===== src/rtl/sync_arith_unit_seq_pkg.sv =====
// Shared types and constants for the sequential arithmetic unit.
package sync_arith_pkg;

  typedef enum logic [1:0] {
    OP_ADD = 2'b00,
    OP_SUB = 2'b01,
    OP_MUL = 2'b10,
    OP_DIV = 2'b11
  } op_e;

  typedef enum logic [1:0] {
    ST_IDLE = 2'b00,
    ST_BUSY = 2'b01,
    ST_DONE = 2'b10
  } state_e;

  localparam int STAT_ERR  = 0;
  localparam int STAT_OVF  = 1;
  localparam int STAT_ZERO = 2;
  localparam int STAT_NEG  = 3;

endpackage


===== src/rtl/sync_arith_unit_seq_muldiv_core.sv =====
// Iterative unsigned multiply (shift-add) / divide (restoring), one bit per cycle.
// Outputs present the values being written this cycle so the caller can latch
// the final result on the same edge that completes the last iteration.
module seq_muldiv_core #(
  parameter int M = 8
) (
  input  logic           i_clk,
  input  logic           i_reset,
  input  logic           i_start,
  input  logic           i_is_div,
  input  logic [M-1:0]   i_a_mag,
  input  logic [M-1:0]   i_b_mag,
  output logic           o_done,
  output logic [2*M-1:0] o_prod,
  output logic [M-1:0]   o_quot
);

  localparam int CW = $clog2(M + 1);

  logic [CW-1:0]  cnt_q, cnt_d;
  logic           busy_q, busy_d;
  logic           is_div_q, is_div_d;
  // acc: running product (MUL) or partial remainder in low M+1 bits (DIV)
  logic [2*M-1:0] acc_q, acc_d;
  // sha: multiplicand shifting left (MUL) or dividend/quotient in low M bits (DIV)
  logic [2*M-1:0] sha_q, sha_d;
  // shb: multiplier shifting right (MUL) or held divisor (DIV)
  logic [M-1:0]   shb_q, shb_d;
  logic [M:0]     rem_sh, rem_diff;

  // Next-state for one iteration of the selected algorithm.
  always_comb begin
    cnt_d    = cnt_q;
    busy_d   = busy_q;
    is_div_d = is_div_q;
    acc_d    = acc_q;
    sha_d    = sha_q;
    shb_d    = shb_q;
    rem_sh   = {acc_q[M-1:0], sha_q[M-1]};
    rem_diff = rem_sh - {1'b0, shb_q};
    if (i_start) begin
      busy_d   = 1'b1;
      cnt_d    = CW'(M);
      is_div_d = i_is_div;
      acc_d    = '0;
      sha_d    = {{M{1'b0}}, i_a_mag};
      shb_d    = i_b_mag;
    end else if (busy_q) begin
      cnt_d  = cnt_q - CW'(1);
      busy_d = (cnt_q != CW'(1));
      if (is_div_q) begin
        // Borrow out of the trial subtraction means the divisor did not fit.
        if (!rem_diff[M]) begin
          acc_d = {{(M-1){1'b0}}, rem_diff};
          sha_d = {{M{1'b0}}, sha_q[M-2:0], 1'b1};
        end else begin
          acc_d = {{(M-1){1'b0}}, rem_sh};
          sha_d = {{M{1'b0}}, sha_q[M-2:0], 1'b0};
        end
      end else begin
        if (shb_q[0]) acc_d = acc_q + sha_q;
        sha_d = sha_q << 1;
        shb_d = shb_q >> 1;
      end
    end
    o_done = busy_q && (cnt_q == CW'(1));
    o_prod = acc_d;
    o_quot = sha_d[M-1:0];
  end

  // Iteration state registers.
  always_ff @(posedge i_clk or posedge i_reset) begin
    if (i_reset) begin
      cnt_q    <= '0;
      busy_q   <= 1'b0;
      is_div_q <= 1'b0;
      acc_q    <= '0;
      sha_q    <= '0;
      shb_q    <= '0;
    end else begin
      cnt_q    <= cnt_d;
      busy_q   <= busy_d;
      is_div_q <= is_div_d;
      acc_q    <= acc_d;
      sha_q    <= sha_d;
      shb_q    <= shb_d;
    end
  end

endmodule


===== src/rtl/sync_arith_unit_seq.sv =====
// Signed ADD/SUB/MUL/DIV unit with valid/ready handshake on both sides.
//   state | meaning
//   IDLE  | waiting for a request, o_ready high
//   BUSY  | MUL/DIV iterating in the core, M cycles
//   DONE  | result presented, held until downstream accepts
module sync_arith_unit_seq
  import sync_arith_pkg::*;
#(
  parameter int M = 8,
  parameter int N = 2
) (
  input  logic         i_clk,
  input  logic         i_reset,
  input  logic         i_valid,
  output logic         o_ready,
  input  logic [N-1:0] i_op,
  input  logic [M-1:0] i_arg_A,
  input  logic [M-1:0] i_arg_B,
  output logic         o_valid,
  input  logic         i_ready,
  output logic [M-1:0] o_result,
  output logic [3:0]   o_status
);

  if (N != 2) begin : g_bad_n
    $error("sync_arith_unit_seq: N must be 2");
  end
  if (M < 4 || M > 32) begin : g_bad_m
    $error("sync_arith_unit_seq: M must be in 4..32");
  end

  state_e         state_q, state_d;
  logic           res_neg_q, res_neg_d;
  logic           is_div_q, is_div_d;
  logic [M-1:0]   result_q, result_d;
  logic [3:0]     status_q, status_d;

  op_e            op;
  logic [M-1:0]   a_mag, b_mag, sum, b_eff, quot_s, busy_res;
  logic           sub, addsub_ovf, busy_ovf, core_start, core_done;
  logic [2*M-1:0] core_prod, prod_s;
  logic [M-1:0]   core_quot;
  logic [M:0]     prod_top;

  function automatic logic [3:0] mk_status(logic ovf, logic [M-1:0] r);
    logic [3:0] s;
    s            = '0;
    s[STAT_OVF]  = ovf;
    s[STAT_ZERO] = ~|r;
    s[STAT_NEG]  = r[M-1];
    return s;
  endfunction

  seq_muldiv_core #(.M(M)) u_core (
    .i_clk    (i_clk),
    .i_reset  (i_reset),
    .i_start  (core_start),
    .i_is_div (op == OP_DIV),
    .i_a_mag  (a_mag),
    .i_b_mag  (b_mag),
    .o_done   (core_done),
    .o_prod   (core_prod),
    .o_quot   (core_quot)
  );

  // Handshake FSM, operand sign handling and flag generation.
  always_comb begin
    state_d    = state_q;
    res_neg_d  = res_neg_q;
    is_div_d   = is_div_q;
    result_d   = result_q;
    status_d   = status_q;
    core_start = 1'b0;

    op    = op_e'(i_op);
    a_mag = i_arg_A[M-1] ? -i_arg_A : i_arg_A;
    b_mag = i_arg_B[M-1] ? -i_arg_B : i_arg_B;

    sub        = (op == OP_SUB);
    b_eff      = sub ? ~i_arg_B : i_arg_B;
    sum        = sub ? (i_arg_A - i_arg_B) : (i_arg_A + i_arg_B);
    addsub_ovf = (i_arg_A[M-1] == b_eff[M-1]) && (sum[M-1] != i_arg_A[M-1]);

    // Product fits in M signed bits only if its upper M+1 bits are a pure sign extension.
    prod_s   = res_neg_q ? -core_prod : core_prod;
    prod_top = prod_s[2*M-1:M-1];
    quot_s   = res_neg_q ? -core_quot : core_quot;
    // Only -2^(M-1)/-1 yields a positive quotient magnitude with the top bit set.
    busy_res = is_div_q ? quot_s : prod_s[M-1:0];
    busy_ovf = is_div_q ? (!res_neg_q && core_quot[M-1]) : !((&prod_top) || ~(|prod_top));

    o_ready = (state_q == ST_IDLE);
    o_valid = (state_q == ST_DONE);

    case (state_q)
      ST_IDLE: begin
        if (i_valid) begin
          res_neg_d = i_arg_A[M-1] ^ i_arg_B[M-1];
          is_div_d  = (op == OP_DIV);
          unique case (op)
            OP_ADD, OP_SUB: begin
              state_d  = ST_DONE;
              result_d = sum;
              status_d = mk_status(addsub_ovf, sum);
            end
            OP_MUL: begin
              state_d    = ST_BUSY;
              core_start = 1'b1;
            end
            OP_DIV: begin
              if (i_arg_B == '0) begin
                state_d            = ST_DONE;
                result_d           = '1;
                status_d           = '0;
                status_d[STAT_ERR] = 1'b1;
              end else begin
                state_d    = ST_BUSY;
                core_start = 1'b1;
              end
            end
          endcase
        end
      end
      ST_BUSY: begin
        if (core_done) begin
          state_d  = ST_DONE;
          result_d = busy_res;
          status_d = mk_status(busy_ovf, busy_res);
        end
      end
      ST_DONE: begin
        if (i_ready) state_d = ST_IDLE;
      end
      default: state_d = ST_IDLE;
    endcase
  end

  // State and presented-result registers.
  always_ff @(posedge i_clk or posedge i_reset) begin
    if (i_reset) begin
      state_q   <= ST_IDLE;
      res_neg_q <= 1'b0;
      is_div_q  <= 1'b0;
      result_q  <= '0;
      status_q  <= '0;
    end else begin
      state_q   <= state_d;
      res_neg_q <= res_neg_d;
      is_div_q  <= is_div_d;
      result_q  <= result_d;
      status_q  <= status_d;
    end
  end

  assign o_result = result_q;
  assign o_status = status_q;

endmodule


===== config.mk =====
export PLATFORM = sky130hd
export DESIGN_NAME = sync_arith_unit_seq
export DESIGN_NICKNAME = d
export VERILOG_FILES = /design/src/rtl/sync_arith_unit_seq_pkg.sv /design/src/rtl/sync_arith_unit_seq_muldiv_core.sv /design/src/rtl/sync_arith_unit_seq.sv
export SDC_FILE = /design/constraint.sdc
export NUM_CORES = 1
export LEC_CHECK = 0
export BUFFER_PORTS_ARGS = -buffer_cell sky130_fd_sc_hd__buf_2
export CORE_ASPECT_RATIO = 0.9
export CORE_MARGIN = 1.5
export CORE_UTILIZATION = 25
export DETAILED_ROUTE_END_ITERATION = 10
export PLACE_DENSITY = 0.41
export SYNTH_ARGS = -nofsm -noshare
export SYNTH_HDL_FRONTEND = slang
export SYNTH_SLANG_ARGS = --single-unit

===== constraint.sdc =====
create_clock -name i_clk -period 5.6 [get_ports i_clk]
set_clock_uncertainty 0.2 [all_clocks]
set_input_delay 0.84 -clock i_clk [delete_from_list [all_inputs] [get_ports i_clk]]
set_output_delay 0.84 -clock i_clk [all_outputs]
set_load 0.1 [all_outputs]

==> results of run 1 <==
[final timing paths]
| check | startpoint | slack, ps | end |
|---|---|---|---|
| max in group asynchronous | i_reset | 4090 | u_core.acc_q[1]$_DFF_PP0_ |
| hold reg to reg | o_result[2]$_DFFE_PP0P_ | 280 | o_result[2]$_DFFE_PP0P_ |
| min in group asynchronous | i_reset | 530 | u_core.sha_q[8]$_DFFE_PP0P_ |
| setup / recovery | u_core.sha_q[7]$_DFF_PP0_ | 340 | o_status[2]$_DFFE_PP0P_ |
| setup reg to reg | u_core.sha_q[7]$_DFF_PP0_ | 340 | o_status[2]$_DFFE_PP0P_ |
| hold / removal | o_result[2]$_DFFE_PP0P_ | 280 | o_result[2]$_DFFE_PP0P_ |
[flip-flops by register name, summed over array words and instances, names as in the netlist]
signal           count
o_result             8
state_q              2
is_div_q             1
res_neg_q            1
u_core.busy_q        1
o_status             4
u_core.is_div_q      1
u_core.shb_q         8
u_core.acc_q        16
u_core.cnt_q         4
u_core.sha_q        16
[final cells by class]
class	instances	area, µm²
tap	297	372
clock inverter	7	77.6
multi-input combinational	558	3860
inverter	41	154
fill	2458	15900
timing repair buffer	49	280
clock buffer	9	225
sequential	62	1550
[layer usage]
metal,vias to the layer above,track usage (%)
li1,2588,-
met1,2531,22.1
met2,91,25.2
met3,8,2.71
met4,0,3.35
met5,-,0
[per-stage QoR]
stage | hold WS [ps] | setup slack [ps] | utilization [%] | cell area, µm²
final | 282 | 339 | 29.1 | 6520
after global routing | 324 | 24.6 | 29.1 | 6520
after CTS | 286 | 246 | 29.0 | 6480
after detailed placement | 266 | 289 | 27.6 | 6180
after global placement | 250 | 379 | 27.6 | 6180
after floorplan | 279 | 789 | - | 5660
[what timing repair did]
action,in CTS,in global routing
buffers inserted,0,0
hold buffers,0,0
gates resized for setup,0,6
endpoints found under the setup margin,0,3
[cell usage after synthesis, types with 4 or more instances]
cell,n
sky130_fd_sc_hd__xor2_1,19
sky130_fd_sc_hd__and3_1,6
sky130_fd_sc_hd__o21ai_1,5
sky130_fd_sc_hd__a22oi_1,4
sky130_fd_sc_hd__a211oi_1,15
sky130_fd_sc_hd__o22ai_1,9
sky130_fd_sc_hd__o21ai_0,40
sky130_fd_sc_hd__o31ai_1,12
sky130_fd_sc_hd__clkbuf_1,13
sky130_fd_sc_hd__ha_1,38
sky130_fd_sc_hd__o311a_1,4
sky130_fd_sc_hd__a31oi_1,4
sky130_fd_sc_hd__xnor2_1,18
sky130_fd_sc_hd__dfrtp_1,62
sky130_fd_sc_hd__nand2b_1,26
sky130_fd_sc_hd__nand3_1,19
sky130_fd_sc_hd__o2111ai_1,5
sky130_fd_sc_hd__a21o_1,7
sky130_fd_sc_hd__a211o_1,4
sky130_fd_sc_hd__nor2_1,53
sky130_fd_sc_hd__inv_1,38
sky130_fd_sc_hd__a21oi_1,47
sky130_fd_sc_hd__nor2b_1,13
sky130_fd_sc_hd__or3_1,8
sky130_fd_sc_hd__nand4_1,4
sky130_fd_sc_hd__o32ai_1,4
sky130_fd_sc_hd__o21a_1,5
sky130_fd_sc_hd__buf_1,6
sky130_fd_sc_hd__mux2i_1,13
sky130_fd_sc_hd__nand2_1,76
sky130_fd_sc_hd__nor3_1,10
sky130_fd_sc_hd__and2_1,4
sky130_fd_sc_hd__buf_2,10
sky130_fd_sc_hd__nand3b_1,11
[logic make-up (layout without fill, tap and decap cells)]
family	Yosys count	after routing	share of synthesized area, %
simple gates	251	251	23.1
buf+inv	71	106	5.06
mux	18	18	3.49
xor+xnor	37	37	5.72
flops	62	62	27.4
fa+ha+maj	41	41	9.46
compound gates	211	211	25.8
[critical path, stage by stage, from the launching register on]
cell                        delay (ps)
sky130_fd_sc_hd__dfrtp_1           440
sky130_fd_sc_hd__inv_1              70
sky130_fd_sc_hd__ha_1              200
sky130_fd_sc_hd__fa_1              410
sky130_fd_sc_hd__nor2b_1           190
sky130_fd_sc_hd__o2111ai_1         180
sky130_fd_sc_hd__nand2_1           110
sky130_fd_sc_hd__o21a_1            110
sky130_fd_sc_hd__o21ai_0            70
sky130_fd_sc_hd__nand2b_1           90
sky130_fd_sc_hd__ha_2              340
sky130_fd_sc_hd__nor2_1            160
sky130_fd_sc_hd__a211oi_2           60
sky130_fd_sc_hd__o31ai_2           340
sky130_fd_sc_hd__ha_1              290
sky130_fd_sc_hd__mux4_2            480
sky130_fd_sc_hd__or4_1             470
sky130_fd_sc_hd__or4b_1            500
sky130_fd_sc_hd__o32a_1            360
sky130_fd_sc_hd__o21ai_2           110
==> flow_summary_export.csv, run 1 <==
group,metric,value,unit
cells_and_area,layout_commonest_cell,"sky130_fd_sc_hd__nand2_1",
detailed_routing,routed_wire_length_per_instance,17.4,µm
timing,rsz0062_at_grt,"false",
placed_design,globalplace.congestion,0.855,
timing,max_clock_freq,0.190,GHz
detailed_routing,top_layer_used,"met4",
setup_path,worstPathMaxFanout,10,
grt,antenna_violations_before_repair,0,
timing,shortest_clock_period_the_worst_path_allows_after_layout,5260,ps
placed_design,place_inst,1007,
placed_design,hpwl,13.6,mm
floorplanning,die_width,162,µm
grt,globalRouteTotalUtil,15.7,%
timing,setup_tns,0,ps
detailed_routing,vias_per_cell,5.10,
worst_hold_path,worst_hold_path_type,"reg -> reg",
setup_path,timing.critical_path.arrival,5340,ps
floorplanning,placementRows,52,
clock_network,clockRootBuffer,"sky130_fd_sc_hd__clkbuf_16",
timing,slew_headroom,42.4,%
timing,finalSetupViolations,0,
placed_design,portBuffers,35,
synthesis,ys_async_sr_fraction,100,%
timing,timing_max_transition_violations_final,0,
grt,grt_pass1_wl,29.0,mm
detailed_routing,detailroute.via_count,5218,
job,timing.max_cap.violations,0,
synthesis,syn-cell-area,5660,µm²
synthesis,synth_flop_cell,"sky130_fd_sc_hd__dfrtp_1",
cells_and_area,instances_no_fill,1023,
synthesis,yosysSeqAreaShare,27.4,%
synthesis,synth_cell_types,82,
grt,pin_count_of_the_biggest_net_entering_global_routing,63,
synthesis,synth-seq-cells,62,
synthesis,synth_area_leader_cell,"sky130_fd_sc_hd__dfrtp_1",
clock_network,clk-insertion-delay-late,350,ps
grt,gr-total-overflow,0,
synthesis,synth_nets,754,
cells_and_area,finalNetCount,784,
synthesis,syn_area_per_cell,8.19,µm²
setup_path,reg2reg_depth,19,
clock_network,cts.reportedPaths.clkPinSlew,70,ps
floorplanning,vertical_die_dimension,146,µm
synthesis,ys_top_cells_by_area,"sky130_fd_sc_hd__dfrtp_1 (27%), sky130_fd_sc_hd__ha_1 (8.4%), sky130_fd_sc_hd__nand2_1 (5.0%)",
detailed_routing,drt_first_iter_violations,356,
floorplanning,core_area,22400,µm²
timing,max_slew.worst_pin.slew,864,ps
worst_hold_path,hold-path-cell-count,2,
setup_path,worst-endpoint-required,5680,ps
clock_network,cts_made_buffers,9,
detailed_routing,wl,17.8,mm
clock_network,cts_buffer_depth,2,
synthesis,synthesis.yosys.warnings,0,
floorplanning,effective_utilization_at_floorplan,25.3,%
clock_network,cts_tree,"yes",
cells_and_area,commonest_cells_after_routing_fill_and_taps_aside,"sky130_fd_sc_hd__nand2_1 (76), sky130_fd_sc_hd__dfrtp_1 (62), sky130_fd_sc_hd__nor2_1 (53)",
clock_network,numClockSinks,62,
detailed_routing,antenna_left,0,
cells_and_area,total_inserted_antenna_cells,0,
floorplanning,floorplan.die_area,23600,µm²
detailed_routing,route.met3.wl,633,µm
clock_network,cts_max_level,3,
synthesis,area_share_of_the_largest_cell_type_after_synthesis,27.4,%
detailed_routing,m1WireLength,8.81,mm
floorplanning,pin_count,36,
status,status,"complete, no violations",
setup_path,timing.setup.critical_path_class,"reg -> reg",
synthesis,synth_edf_count,0,
cells_and_area,drive_gt1_share,12.7,%
timing,layout_worst_path_cycle_share,93.9,%
setup_path,critical_path.endpoint_type,"flop",
detailed_routing,dr.pass1.iters,7,
grt,number_of_global_route_vias_before_repair,5157,
setup_path,worst_setup_path_start_kind,"flop",
cells_and_area,area.growth.synth_to_final,15.1,%
timing,hold_viol,0,
synthesis,postSynthCellCount,691,
detailed_routing,drcViolationCount,0,
detailed_routing,wl_met2,8.23,mm
Power of run 1 is left out: the tool's default activity adds up to more than one toggle a clock period on the data nets, which glitch-free logic cannot reach.
==> inputs of run 2 (changes only) <==
Settings changed: PLACE_DENSITY 0.41 to 0.46.
==> run 2 against run 1 <==
  * Maximum frequency about the same
  * Via count decreased by 0.75%
  * Flip-flop and latch count unchanged
  * Critical path depth unchanged
  * Setup slack got worse by 4.5 ps
  * Highest routed layer unchanged
==> flow_summary_export.csv, run 2 (synthesis gave the netlist of run 1 again) <==
group,metric,value,unit
status,status,"complete, no violations",
setup_path,worst-endpoint-required,5600,ps
clock_network,numClockSinks,62,
placed_design,preCtsSetupSlack,400,ps
floorplanning,placementRows,52,
clock_network,ctsHoldBuffers,0,
grt,globalRouteTotalUtil,15.0,%
setup_path,worst_setup_path_start_kind,"flop",
clock_network,cts_tree,"yes",
timing,layout_worst_path_cycle_share,94.0,%
grt,number_of_global_route_vias_before_repair,4973,
grt,pin_count_of_the_biggest_net_entering_global_routing,43,
timing,hold_viol,0,
detailed_routing,drcViolationCount,0,
job,timing.max_cap.violations,0,
setup_path,reg2reg_depth,19,
detailed_routing,routed_wire_length_per_instance,16.6,µm
setup_path,critical_path_origin,"u_core.acc_q[1]$_DFF_PP0_",
placed_design,hpwl,13.0,mm
clock_network,cts_max_level,3,
grt,gr-total-overflow,0,
cells_and_area,area.growth.synth_to_final,14.1,%
floorplanning,die_width,162,µm
timing,setup_tns,0,ps
setup_path,timing.critical_path.arrival,5270,ps
setup_path,regToRegStartpoint,"u_core.acc_q[1]$_DFF_PP0_",
cells_and_area,finalNetCount,785,
timing,timing_max_transition_violations_final,0,
timing,finalSetupViolations,0,
grt,grt_pass1_wl,27.9,mm
floorplanning,pin_count,36,
placed_design,globalplace.congestion,0.838,
cells_and_area,largestRegisters,"u_core.acc_q x16, u_core.sha_q x16",
clock_network,clockRootBuffer,"sky130_fd_sc_hd__clkbuf_16",
clock_network,cts.repair.resized,0,
detailed_routing,vias_per_cell,5.06,
setup_path,worst_setup_path_endpoint,"o_status[2]$_DFFE_PP0P_",
timing,max_slew.worst_pin.slew,802,ps
placed_design,portBuffers,35,
clock_network,cts_made_buffers,9,
grt,antenna_violations_before_repair,0,
detailed_routing,drt_first_iter_violations,325,
setup_path,reg2reg_slack,330,ps
timing,shortest_clock_period_the_worst_path_allows_after_layout,5270,ps
setup_path,timing.setup.critical_path_class,"reg -> reg",
cells_and_area,commonest_cells_after_routing_fill_and_taps_aside,"sky130_fd_sc_hd__nand2_1 (76), sky130_fd_sc_hd__dfrtp_1 (62), sky130_fd_sc_hd__nor2_1 (53)",
floorplanning,floorplan.die_area,23600,µm²
timing,rsz0062_at_grt,"false",
cells_and_area,utilization,28.9,%
detailed_routing,detailroute.via_count,5179,
cells_and_area,drive_gt1_share,11.7,%
setup_path,worstReg2RegEnd,"o_status[2]$_DFFE_PP0P_",
clock_network,post_cts.repair.setup_buffers,0,
clock_network,clk-insertion-delay-late,340,ps
setup_path,critical_path.endpoint_type,"flop",
timing,timing.final.ws_setup,334,ps
clock_network,cts.reportedPaths.clkPinSlew,60,ps
timing,max_clock_freq,0.190,GHz
cells_and_area,total_inserted_antenna_cells,0,
worst_hold_path,hold-path-cell-count,2,
detailed_routing,wl,17.0,mm
cells_and_area,num-fill-cells,2444,
detailed_routing,dr.pass1.iters,5,
detailed_routing,antenna_left,0,
floorplanning,vertical_die_dimension,146,µm
setup_path,worstPathMaxFanout,11,
floorplanning,core_area,22400,µm²
worst_hold_path,worst_hold_path_type,"reg -> reg",
clock_network,cts_buffer_depth,2,
cells_and_area,layout_commonest_cell,"sky130_fd_sc_hd__nand2_1",
floorplanning,effective_utilization_at_floorplan,25.3,%
timing,slew_headroom,46.5,%
## run 2: changes by cell type in the layout (fill, tap and decap cells not counted), moves of 2 or more
cell	delta
sky130_fd_sc_hd__a211oi_2	-2
sky130_fd_sc_hd__clkinv_2	+2
sky130_fd_sc_hd__clkbuf_1	+2
sky130_fd_sc_hd__inv_6	-4
sky130_fd_sc_hd__a211oi_1	+2
## run 2: per-layer routing
layer	global-route usage, %	routed length [µm]	vias up	share of wire [%]
met3	1.94	528	18	3.1
li1	-	-	2595	-
met4	4.50	242	0	1.4
met5	0	0	-	0
met2	22.5	7280	104	43
met1	22.4	8950	2462	53
## run 2: layout make-up
cell class	instances	area [µm²]	area share [%]
Clock buffer	12	246	3.82
Tap cell	297	372	5.75
Clock inverter	4	22.5	0.349
Multi-Input combinational cell	558	3820	59.2
Sequential cell	62	1550	24.0
Inverter	41	154	2.38
Timing Repair Buffer	50	288	4.46
## run 2: per-stage QoR
stage / cells / cell area (µm²) / hold WS (ps)
finish: 1024 / 6460 / 278
global route: 1024 / 6460 / 298
CTS: 1024 / 6460 / 279
detailed placement: 1008 / 6190 / 265
global placement: 1008 / 6190 / 259
floorplan: 691 / 5660 / 279
## run 2: how the worst min path moves through the flow
| stage | from | to | slack, ps |
|---|---|---|---|
| after floorplan | u_core.cnt_q[3]$_DFFE_PP0P_ | u_core.cnt_q[3]$_DFFE_PP0P_ | 280 |
| after global placement | o_result[2]$_DFFE_PP0P_ | o_result[2]$_DFFE_PP0P_ | 260 |
| after detailed placement | o_result[2]$_DFFE_PP0P_ | o_result[2]$_DFFE_PP0P_ | 270 |
| after CTS | o_result[2]$_DFFE_PP0P_ | o_result[2]$_DFFE_PP0P_ | 280 |
| after global routing | o_result[2]$_DFFE_PP0P_ | o_result[2]$_DFFE_PP0P_ | 300 |
| final | o_result[2]$_DFFE_PP0P_ | o_result[2]$_DFFE_PP0P_ | 280 |
## run 2: critical path, cell delays in order, from the launching register on
cell and delay [ps]:
sky130_fd_sc_hd__dfrtp_1 410, sky130_fd_sc_hd__ha_1 340, sky130_fd_sc_hd__nor2b_1 160, sky130_fd_sc_hd__o2111ai_1 250, sky130_fd_sc_hd__nand2_1 90, sky130_fd_sc_hd__o21a_1 180, sky130_fd_sc_hd__o21ai_0 150, sky130_fd_sc_hd__nand2b_1 100
sky130_fd_sc_hd__ha_1 470, sky130_fd_sc_hd__and2_1 240, sky130_fd_sc_hd__or4b_1 460, sky130_fd_sc_hd__a41oi_1 350, sky130_fd_sc_hd__nor2_1 170, sky130_fd_sc_hd__nor4_1 290, sky130_fd_sc_hd__buf_4 230, sky130_fd_sc_hd__nor3_1 50
sky130_fd_sc_hd__or4_1 540, sky130_fd_sc_hd__o21ai_1 180, sky130_fd_sc_hd__o32a_1 220, sky130_fd_sc_hd__o21ai_2 50
Power of run 2 is left out for the same reason.
